`config.mk`:
```
export PLATFORM = sky130hd
export DESIGN_NAME = mem_burst_reader
export DESIGN_NICKNAME = d
export VERILOG_FILES = /design/src/rtl/rc4_mem_pkg.sv /design/src/rtl/rd_lat_pipe.sv /design/src/rtl/mem_burst_reader.sv
export SDC_FILE = /design/constraint.sdc
export NUM_CORES = 1
export LEC_CHECK = 0
export ABC_CLOCK_PERIOD_IN_PS = 4000
export CAP_MARGIN = 15
export CORE_MARGIN = 1.5
export CORE_UTILIZATION = 50
export CTS_CLUSTER_DIAMETER = 150
export DETAILED_ROUTE_END_ITERATION = 7
export GPL_ROUTABILITY_DRIVEN = 0
export HOLD_SLACK_MARGIN = 0.1
export PLACE_DENSITY_LB_ADDON = 0.1
export SKIP_CTS_REPAIR_TIMING = 1
export SYNTH_ARGS = -nofsm -noshare
export SYNTH_HDL_FRONTEND = slang
export SYNTH_SLANG_ARGS = --single-unit
```
`constraint.sdc`:
```
create_clock -name clk -period 4 [get_ports clk]
set_input_delay 1.2 -clock clk [delete_from_list [all_inputs] [get_ports clk]]
set_output_delay 1.2 -clock clk [all_outputs]
set_load 0.01 [all_outputs]
```
`src/rtl/rc4_mem_pkg.sv`:
```
// rtl/rc4_mem_pkg.sv - shared types and width helpers for the burst memory reader
package rc4_mem_pkg;

    typedef enum logic [1:0] {
        IDLE  = 2'd0,
        ISSUE = 2'd1,
        DRAIN = 2'd2,
        DONE  = 2'd3
    } rd_state_e;

    localparam int RD_LAT_MIN = 1;
    localparam int RD_LAT_MAX = 4;

    function automatic int idx_width(input int dep);
        return (dep > 1) ? $clog2(dep) : 1;
    endfunction

    function automatic int len_width(input int dep);
        return $clog2(dep + 1);
    endfunction

endpackage

```
`src/rtl/rd_lat_pipe.sv`:
```
// rtl/rd_lat_pipe.sv - valid/index delay line that matches the memory read latency
module rd_lat_pipe #(
    parameter int LAT = 1,
    parameter int IW  = 5
) (
    input  logic          clk,
    input  logic          clear,
    input  logic          in_valid,
    input  logic [IW-1:0] in_idx,
    output logic          out_valid,
    output logic [IW-1:0] out_idx,
    output logic          pending
);

    logic          valid_q [LAT];
    logic [IW-1:0] idx_q   [LAT];

    always_ff @(posedge clk) begin
        if (clear) begin
            for (int i = 0; i < LAT; i++) begin
                valid_q[i] <= 1'b0;
                idx_q[i]   <= '0;
            end
        end else begin
            valid_q[0] <= in_valid;
            idx_q[0]   <= in_idx;
            for (int i = 1; i < LAT; i++) begin
                valid_q[i] <= valid_q[i-1];
                idx_q[i]   <= idx_q[i-1];
            end
        end
    end

    // Words still in flight behind the one being captured this cycle.
    always_comb begin
        pending = 1'b0;
        for (int i = 0; i < LAT - 1; i++) begin
            pending = pending | valid_q[i];
        end
    end

    assign out_valid = valid_q[LAT-1];
    assign out_idx   = idx_q[LAT-1];

endmodule

```
`src/rtl/mem_burst_reader.sv`:
```
// rtl/mem_burst_reader.sv - pipelined burst reader copying a memory window into a local buffer
module mem_burst_reader
    import rc4_mem_pkg::*;
#(
    parameter int DEP    = 32,
    parameter int WID    = 8,
    parameter int AW     = 9,
    parameter int RD_LAT = 1
) (
    input  logic                      clk,
    input  logic                      reset,
    input  logic                      start,
    input  logic [AW-1:0]             base_addr,
    input  logic [len_width(DEP)-1:0] burst_len,
    input  logic                      abort,
    input  logic [WID-1:0]            rom_q_data_in,
    output logic [AW-1:0]             address,
    output logic                      busy,
    output logic                      done,
    output logic                      word_valid,
    output logic [idx_width(DEP)-1:0] word_index,
    output logic [WID-1:0]            word_data,
    output logic [WID-1:0]            rom_data [DEP]
);

    localparam int IW = idx_width(DEP);
    localparam int LW = len_width(DEP);

    if (RD_LAT < RD_LAT_MIN || RD_LAT > RD_LAT_MAX) begin : g_bad_rd_lat
        $error("mem_burst_reader: RD_LAT out of range");
    end

    rd_state_e     state_q;
    logic [LW-1:0] len_q;
    logic [LW-1:0] issue_cnt_q;
    logic [AW-1:0] address_q;
    logic          busy_q;
    logic          done_q;
    logic [LW-1:0] len_d;

    logic          cap_valid;
    logic [IW-1:0] cap_idx;
    logic          cap_pending;

    assign len_d = (burst_len > LW'(DEP)) ? LW'(DEP) : burst_len;

    always_ff @(posedge clk) begin
        if (reset) begin
            state_q     <= IDLE;
            len_q       <= '0;
            issue_cnt_q <= '0;
            address_q   <= '0;
            busy_q      <= 1'b0;
            done_q      <= 1'b0;
        end else begin
            case (state_q)
                IDLE: begin
                    address_q <= '0;
                    if (start) begin
                        len_q       <= len_d;
                        issue_cnt_q <= '0;
                        if (len_d != '0) begin
                            state_q   <= ISSUE;
                            busy_q    <= 1'b1;
                            address_q <= base_addr;
                        end else begin
                            state_q <= DONE;
                            done_q  <= 1'b1;
                        end
                    end
                end
                ISSUE: begin
                    // The address driven during an abort cycle still counts as issued.
                    if (abort || issue_cnt_q == len_q - LW'(1)) begin
                        state_q <= DRAIN;
                    end else begin
                        issue_cnt_q <= issue_cnt_q + LW'(1);
                        address_q   <= address_q + AW'(1);
                    end
                end
                DRAIN: begin
                    if (!cap_pending) begin
                        state_q <= DONE;
                        busy_q  <= 1'b0;
                        done_q  <= 1'b1;
                    end
                end
                DONE: begin
                    if (!start) begin
                        state_q <= IDLE;
                        done_q  <= 1'b0;
                    end
                end
                default: state_q <= IDLE;
            endcase
        end
    end

    rd_lat_pipe #(
        .LAT (RD_LAT),
        .IW  (IW)
    ) u_pipe (
        .clk       (clk),
        .clear     (reset),
        .in_valid  (state_q == ISSUE),
        .in_idx    (issue_cnt_q[IW-1:0]),
        .out_valid (cap_valid),
        .out_idx   (cap_idx),
        .pending   (cap_pending)
    );

    // Buffer contents survive reset; a capture landing on the reset edge is dropped.
    always_ff @(posedge clk) begin
        if (!reset && cap_valid) begin
            rom_data[cap_idx] <= rom_q_data_in;
        end
    end

    assign address    = address_q;
    assign busy       = busy_q;
    assign done       = done_q;
    assign word_valid = cap_valid;
    assign word_index = cap_idx;
    assign word_data  = rom_q_data_in;

endmodule

```
Yosys cells after proc, flatten, opt, wreduce, memory -nomap -nowiden
Memory sizes are Yosys's and may differ from the RTL's.
Index checks and enable logic that the tools add are counted.
- memory bits (writable): 6
- output and inout bits: 281
- bits of input ports: 27
- logic and storage cells: 104
- register bits: 281
- memories: 2
- $add $sub $neg: 3
- magnitude comparators: 3
- bitwise logic cells: 1
- multiplexer cells: 30
- equality and inequality tests: 10
- reductions and logical operators: 17
- memory list (name ; words ; bits a word ; rd ports ; clocked after Yosys merged registers in ; write ports ; line ; source):
    u_pipe.idx_q ; 1 ; 5 ; 1 ; 0 ; 1 ; rd_lat_pipe.sv:16 ; logic [IW-1:0] idx_q [LAT];
    u_pipe.valid_q ; 1 ; 1 ; 1 ; 0 ; 1 ; rd_lat_pipe.sv:15 ; logic valid_q [LAT];
- operator list (kind ; number):
    256-bit bitwise mux ; 1
    8-bit demux with 5-bit select ; 1
    9-bit 2-to-1 mux ; 3
    6-bit 2-to-1 mux ; 3
    9-bit one-hot mux with 2 select lines ; 1
    2-bit inequality test, second input constant ; 6
    6-bit one-hot mux with 2 select lines ; 1
    1-bit 2-to-1 mux ; 11
    9-bit by 1-bit adder with 9-bit output, second input constant ; 1
    3-bit AND reduction ; 3
    2-bit 2-to-1 mux ; 4
    8-bit 2-to-1 mux ; 1
    2-bit one-hot mux with 4 select lines ; 1
    6-bit by 1-bit adder with 6-bit output, second input constant ; 1
    6-bit equality test ; 1
    6-bit >= comparator, second input constant ; 1
    6-bit > comparator, second input constant ; 1
    6-bit by 1-bit less-than comparator with 1-bit output, second input constant ; 1
    5-bit NOT with 6-bit output ; 1
    6-bit nonzero test ; 1
    6-bit by 1-bit subtractor with 6-bit output, second input constant ; 1
    5-bit 2-to-1 mux ; 1
    5-bit OR reduction ; 1
    2-bit equality test, second input constant ; 2
    other kinds (12) ; 15

Logic depth before layout (Yosys ltp)
Gate-level depths: netlist of the first run.
An unclocked memory read counts as a cell.
- depth in word-level cells: 7
- depth in mapped cells: 10
- depth with buffers taken out: 8

Cells and area by module
From an unflattened synthesis of the first run, not the netlist that was laid out.
- cell total of the unflattened synthesis: 520
- area, all modules: 9700.6 µm²
- modules (own cells, without submodules) (module ; instances ; cells each ; seq. area each (µm²) ; area each (µm²)):
    mem_burst_reader ; 1 ; 506 ; 8187.9 ; 9531.6
    rd_lat_pipe ; 1 ; 14 ; 120.1 ; 168.9

Least setup slack after synthesis of the first run
OpenSTA, ideal clock, no wires.
- path type: input port to flip-flop
- start point: input reset
- end point: register rom_data[232] in the netlist's numbering, enable pin
- buffers on the path: 1
- stages: 4
- slack: 1.286 ns
- data arrival time: 2.343 ns
- cell sequence: nand2b_1 or3b_2 clkbuf_1 nor2_1
- cells in the longest elaborated chain, start to end: 2
- RTL lines (item ; line ; source):
    from (decl) ; mem_burst_reader.sv:11 ; input logic reset,
    1-bit logical NOT ; mem_burst_reader.sv:114 ; if (!reset && cap_valid) begin
    1-bit logical AND ; mem_burst_reader.sv:114 ;
    to (signal, indexed assignment) ; mem_burst_reader.sv:115 ; rom_data[cap_idx] <= rom_q_data_in;
    to (decl) ; mem_burst_reader.sv:23 ; output logic [WID-1:0] rom_data [DEP]
Every way passes these cells.
A chain may end at the register's enable or synchronous reset.

Final worst setup path of the first run
- start point: input rom_q_data_in[5]
- end point: output word_data[5]
- RTL lines (item ; line ; source):
    from (decl) ; mem_burst_reader.sv:16 ; input logic [WID-1:0] rom_q_data_in,
    to (decl) ; mem_burst_reader.sv:22 ; output logic [WID-1:0] word_data,
No word-level cell between the ends.

==> flow_metrics.tcl, run 1 <==
set metrics [dict create \
    rsz0062_at_grt "no" \
    initial_core_util_pct 51.65 \
    synth_cell_types 54 \
    skew_ns 0.01478 \
    clock_sinks 287 \
    syn_area_um2 9758 \
    fin_crit_ns 3.751 \
    cts_max_level 1 \
    syn2layout_area_growth_pct 43.85 \
    yosysWarnings 0 \
    netlist_instances 536 \
    avgSynthCellArea_um2 18.21 \
    hold_violations 0 \
    cp_common_cell "clkdlybuf4s50_1" \
    p_leak_nw 4.710 \
    overflow 0 \
    crit_family "buffers and inverters" \
    tns_ns 0 \
    ys.flop_type "edfxtp_1" \
    cp_slowest_cell "clkdlybuf4s50_1" \
    grt_antenna_before_repair 2 \
    fill_cells 1172 \
    cp.arrival_ns 2.55 \
    cts_tree "yes" \
    ys_seq_area_share_pct 85.14 \
    route.vias.total 6075 \
    drtPass1Iterations 5 \
    syn-num-nets 570 \
    p_sw_share_pct 23.74 \
    max_stage_delay_ns 0.72 \
    seqPwrFrac_pct 51.0 \
    hpwlAfterDp_mm 18.30 \
    clk_pin_slew_worst_paths_ns 0.06 \
    timing.hold.ws_ns 0.4651 \
    post-place-ws_ns 0.2385 \
    multi_input_area_um2 1299 \
    p_int_w 0.005069 \
    first_global_vias 5842 \
    critPathLaunchType "primary input" \
    nNetsFinal 901 \
    cts_buffers 28 \
    finalSetupViolations 0 \
    timing.critical_path.buf_inv 2 \
    critPathCaptureType "output port" \
    clock_latency_ns 0.53 \
    grt_max_degree 33 \
    report.final.slew_viol_count 0 \
    synth_edf_count 256 \
    clk_path_buf_depth 3 \
    power_density_nw_per_um2 473.6 \
    max_slew.worst_pin.slew_ns 0.8026 \
    fp-row-count 50 \
    layout_worst_path_cycle_share_pct 93.76 \
    first_iter_violations 363 \
    wl_mm 27.01 \
    cp_max_fo 6 \
    seqCellArea_um2 8308 \
    async_reset_ff_share_pct 0 \
    required_ns 2.80 \
    antennaDiodeCount 0 \
    status "finished, final reports clean" \
    criticalPathCategory "primary input to output port" \
    yosys_register_bits 287 \
    grt_usage_pct 25.84 \
    comb_power_share_pct 11.0 \
    clkPwrFrac_pct 37.9 \
    cts-root-buf "clkbuf_16" \
    fp.dieArea_um2 20360 \
    fp.dieH_um 142.7 \
    p_switching_w 0.001578 \
    drc 0 \
    core-area_um2 18890 \
    cp_cell_sequence "clkdlybuf4s50_1 -> clkdlybuf4s50_1" \
    boundaryPins 308 \
    port_buffers 307 \
    antenna_left 0 \
    relSlewSlack_pct 46.49 \
    min_path_type "register to register" \
    ir_worst_vdd_mv 0.3862 \
    viasPerCell 5.287 \
    avgRoutedWirePerCell_um 23.51 \
    die_w_um 142.7 \
    grt_pass1_wl_mm 37.87 \
    fmax_ghz 0.2666 \
    drive_above_1_share_pct 7.537 \
    setup_ws_ns 0.2494 \
    cap_violations 0 \
]
power groups by stage:
stage               logic [W]  registers (W)  clock network [W]
floorplan            0.000423        0.00346                  0
global placement     0.000688        0.00345                  0
detailed placement   0.000715        0.00345                  0
CTS                  0.000720        0.00339            0.00256
global route         0.000802        0.00340            0.00267
finish               0.000734        0.00339            0.00252
metrics by stage:
step / std cells / utilization [%] / power (W) / instance area, um^2
6_report: 1149 / 74.30 / 0.006647 / 14040
5_1_grt: 1149 / 74.30 / 0.006867 / 14040
4_1_cts: 1148 / 74.26 / 0.006665 / 14030
3_5_place_dp: 1096 / 69.57 / 0.004167 / 13140
3_3_place_gp: 1096 / 69.57 / 0.004136 / 13140
2_1_floorplan: 536 / - / 0.003880 / 9758
sequential cells by signal, summed over array words and instances, names as in the netlist:
register	flops
rom_data	256
address	9
done	1
state_q	2
busy	1
u_pipe.valid_q	1
issue_cnt_q	6
u_pipe.idx_q	5
len_q	6
path summary, 6_finish.rpt:
kind         slack [ns]                      end                    start  cells past startpoint
min                0.47        busy$_SDFFE_PP0P_        busy$_SDFFE_PP0P_                      2
max reg2reg        1.14  address[1]$_SDFFE_PP0P_  state_q[1]$_SDFFE_PP0P_                      9
max                0.25             word_data[5]         rom_q_data_in[5]                      2
min reg2reg        0.47        busy$_SDFFE_PP0P_        busy$_SDFFE_PP0P_                      2
cells in the final DEF (no fill, tap or decap), drive strengths merged, types with 3 or more instances in the layout:
cell	netlist	final
edfxtp	256	256
or2	3	3
nand3b	3	3
dfxtp	31	31
nor2b	4	4
xnor2	6	6
clkinv	0	14
a21oi	23	23
a31oi	4	4
clkdlybuf4s50	0	307
a221oi	4	4
o32ai	5	5
nor2	55	55
clkbuf	10	33
and3	3	3
or3b	4	4
clkinvlp	0	3
inv	13	13
nand3	8	8
or3	4	4
nor3b	8	8
buf	9	13
ha	7	7
a211oi	3	3
o21ai	11	11
nand2b	9	9
nand2	23	23
kinds of logic after synthesis:
logic type               Yosys count  share of synthesized area, %
buffers and inverters             32                         1.552
multiplexers                       2                        0.2052
flip-flops                       287                         85.14
adder cells (fa/ha/maj)            7                        0.8975
AO/OA/AOI/OAI                     64                         4.424
AND/OR/NAND/NOR                  136                         7.065
XOR/XNOR                           8                        0.7181
area by class of cell:
| class | instances | area share, % |
|---|---|---|
| clock buffers | 33 | 5.277 |
| clock inverters | 19 | 1.034 |
| inverters | 13 | 0.3476 |
| multi-input cells | 217 | 9.252 |
| flip-flops and latches | 287 | 59.19 |
| well taps | 260 | 2.317 |
| repair buffers | 320 | 22.59 |
cell usage after synthesis, types with 6 or more instances:
cell      number  share of area [%]
nand3_1        8               0.41
xnor2_1        6               0.54
nor3b_1        8               0.62
nand2b_1       9               0.58
ha_1           7               0.90
nor2_1        55                2.1
buf_4          8               0.62
dfxtp_1       31                6.4
o21ai_0        8               0.41
nand2_1       23               0.88
inv_1         13               0.50
a21oi_1       23                1.2
clkbuf_1      10               0.38
edfxtp_1     256                 79
metal layers:
metal,track usage (%),share of wire [%],up-vias
li1,-,-,2703
met1,30.53,37,3020
met2,46.32,52,301
met3,5.265,7.1,49
met4,10.36,3.6,2
met5,0,0.048,-
Note: power is estimated with default switching activity, not from simulation.
==> run 2: changes to the inputs <==
--- a/config.mk
+++ b/config.mk
@@ -9,7 +9,7 @@
 export CAP_MARGIN = 15
 export CORE_MARGIN = 1.5
 export CORE_UTILIZATION = 50
-export CTS_CLUSTER_DIAMETER = 150
+export CTS_CLUSTER_DIAMETER = 200
 export DETAILED_ROUTE_END_ITERATION = 7
 export GPL_ROUTABILITY_DRIVEN = 0
 export HOLD_SLACK_MARGIN = 0.1
==> results of run 2 <==
Same layout as run 1: the final DEF is identical, and so are final timing and power.
==> run 3: changes to the inputs <==
--- a/config.mk
+++ b/config.mk
@@ -17,4 +17,5 @@
 export SKIP_CTS_REPAIR_TIMING = 1
 export SYNTH_ARGS = -nofsm -noshare
 export SYNTH_HDL_FRONTEND = slang
+export SYNTH_HIERARCHICAL = 1
 export SYNTH_SLANG_ARGS = --single-unit
==> flow_metrics.tcl, run 3 <==
set metrics [dict create \
    timing.critical_path.buf_inv 2 \
    avgSynthCellArea_um2 18.65 \
    fp.dieH_um 142.3 \
    tns_ns 0 \
    initial_core_util_pct 51.34 \
    synth_edf_count 256 \
    max_stage_delay_ns 0.66 \
    synth_cell_types 54 \
    critPathCaptureType "output port" \
    yosysMostFrequentCell "edfxtp_1" \
    clk_path_buf_depth 3 \
    drive_above_1_share_pct 7.102 \
    grt_usage_pct 25.89 \
    final_cell_mix "clkdlybuf4s50_1 (307), edfxtp_1 (256), nor2_1 (53)" \
    cts_max_level 1 \
    port_buffers 307 \
    async_reset_ff_share_pct 0 \
    syn2layout_area_growth_pct 43.79 \
    cp_slowest_cell "clkdlybuf4s50_1" \
    wl_mm 26.57 \
    rsz0062_at_grt "no" \
    synthTopCellsByArea "edfxtp_1 (79%), dfxtp_1 (6.4%), nor2_1 (2.1%)" \
    boundaryPins 308 \
    crit_family "buffers and inverters" \
    syn_area_um2 9701 \
    first_global_vias 5901 \
    critPathLaunchType "primary input" \
    yosys_register_bits 287 \
    relSlewSlack_pct 40.85 \
    finalSetupViolations 0 \
    cts_buffers 29 \
    syn-num-nets 554 \
    clock_sinks 287 \
    first_iter_violations 341 \
    ir_worst_vdd_mv 0.3537 \
    die_w_um 142.3 \
    required_ns 2.80 \
    drtPass1Iterations 5 \
    synth_common_cells "edfxtp_1 (256), nor2_1 (53), dfxtp_1 (31)" \
    cp.arrival_ns 2.48 \
    cts-root-buf "clkbuf_16" \
    status "finished, final reports clean" \
    route.vias.total 6026 \
    layout_commonest_cell "clkdlybuf4s50_1" \
    power_density_nw_per_um2 464.3 \
    skew_ns 0.01023 \
    r2r_slack_ns 1.49 \
    drc 0 \
    cap_violations 0 \
    antenna_left 0 \
    grt_pass1_wl_mm 37.78 \
    fin_crit_ns 3.679 \
    antennaDiodeCount 0 \
    cp_common_cell "clkdlybuf4s50_1" \
    fp.dieArea_um2 20250 \
    fp-row-count 50 \
    netlist_instances 520 \
    cp_max_fo 2 \
    synth.largest_area_cell "edfxtp_1" \
    yosysWarnings 6 \
    fmax_ghz 0.2718 \
    cts_tree "yes" \
    ys.flop_type "edfxtp_1" \
    grt_antenna_before_repair 0 \
    fin_total_pwr_w 0.006476 \
    hpwlAfterDp_mm 17.84 \
    viasPerCell 5.319 \
    min_path_type "register to register" \
    top_register "rom_data" \
    clock_latency_ns 0.52 \
    avgRoutedWirePerCell_um 23.45 \
    p_leak_nw 4.643 \
    ys_seq_area_share_pct 85.64 \
    nNetsFinal 885 \
    largest_register_ffs 256 \
    hold_violations 0 \
    synth_top_area_share_pct 79.25 \
    report.final.slew_viol_count 0 \
    grt_max_degree 33 \
    cp_cell_sequence "clkdlybuf4s50_1 -> clkdlybuf4s50_1" \
    layout_worst_path_cycle_share_pct 91.99 \
    core-area_um2 18890 \
    overflow 0 \
    max_slew.worst_pin.slew_ns 0.8846 \
    clk_pin_slew_worst_paths_ns 0.06 \
    criticalPathCategory "primary input to output port" \
]
==> run 3: per-layer routing <==
metal / track usage [%] / vias to the layer above / share of wire (%)
li1: - / 2646 / -
met1: 31.48 / 2984 / 38
met2: 45.80 / 333 / 51
met3: 4.475 / 63 / 7.3
met4: 11.07 / 0 / 3.9
met5: 0 / - / 0
==> run 3: worst paths after layout <==
path	startpoint	to	cells past startpoint
max	rom_q_data_in[7]	word_data[7]	2
min	len_q[5]$_SDFFE_PP0P_	len_q[5]$_SDFFE_PP0P_	2
max reg2reg	state_q[0]$_SDFFE_PP0P_	address[2]$_SDFFE_PP0P_	7
min reg2reg	len_q[5]$_SDFFE_PP0P_	len_q[5]$_SDFFE_PP0P_	2
==> run 3: worst reg2reg max path: cells and delay by family (launching register included) <==
kind,cells,cell delay (ns)
AO/OA/AOI/OAI,4,0.87
adder cells (fa/ha/maj),1,0.44
buffers and inverters,1,0.40
flip-flops,1,0.39
AND/OR/NAND/NOR,1,0.31
==> run 3: layout make-up <==
cell class                 count  area [um^2]
multi-input combinational    206         1246
sequential                   287         8308
timing repair buffer         316         3141
fill                        1205         4945
clock buffer                  37        775.7
clock inverter                16        111.4
tap                          260        325.3
inverter                      11        41.29
==> run 3: power breakdown <==
part,internal [W],total [W],switching (W)
clock network,0.00143,0.00248,0.00105
logic,0.000251,0.000607,0.000356
registers,0.00332,0.00339,0.0000662
total,0.00501,0.00648,0.00147
==> run 3: kinds of logic (layout without fill, tap and decap cells) <==
| family | Yosys count | in the layout | synth area share, % |
|---|---|---|---|
| AO/OA/AOI/OAI | 59 | 59 | 4.282 |
| XOR/XNOR | 8 | 8 | 0.7223 |
| multiplexers | 5 | 5 | 0.5288 |
| AND/OR/NAND/NOR | 126 | 126 | 6.372 |
| buffers and inverters | 27 | 380 | 1.509 |
| other | 1 | 1 | 0.03866 |
| adder cells (fa/ha/maj) | 7 | 7 | 0.9028 |
| flip-flops | 287 | 287 | 85.64 |
==> run 3: through the flow <==
step	util [%]	area [um^2]	cells	hold slack (ns)	setup WS, ns
CTS	73.83	13950	1133	0.5001	0.2971
finish	73.83	13950	1133	0.4926	0.3206
floorplan	-	9701	520	0.4478	1.369
global placement	69.13	13060	1080	0.4630	0.2928
detailed placement	69.13	13060	1080	0.4682	0.2783
global route	73.83	13950	1133	0.5300	0.3212
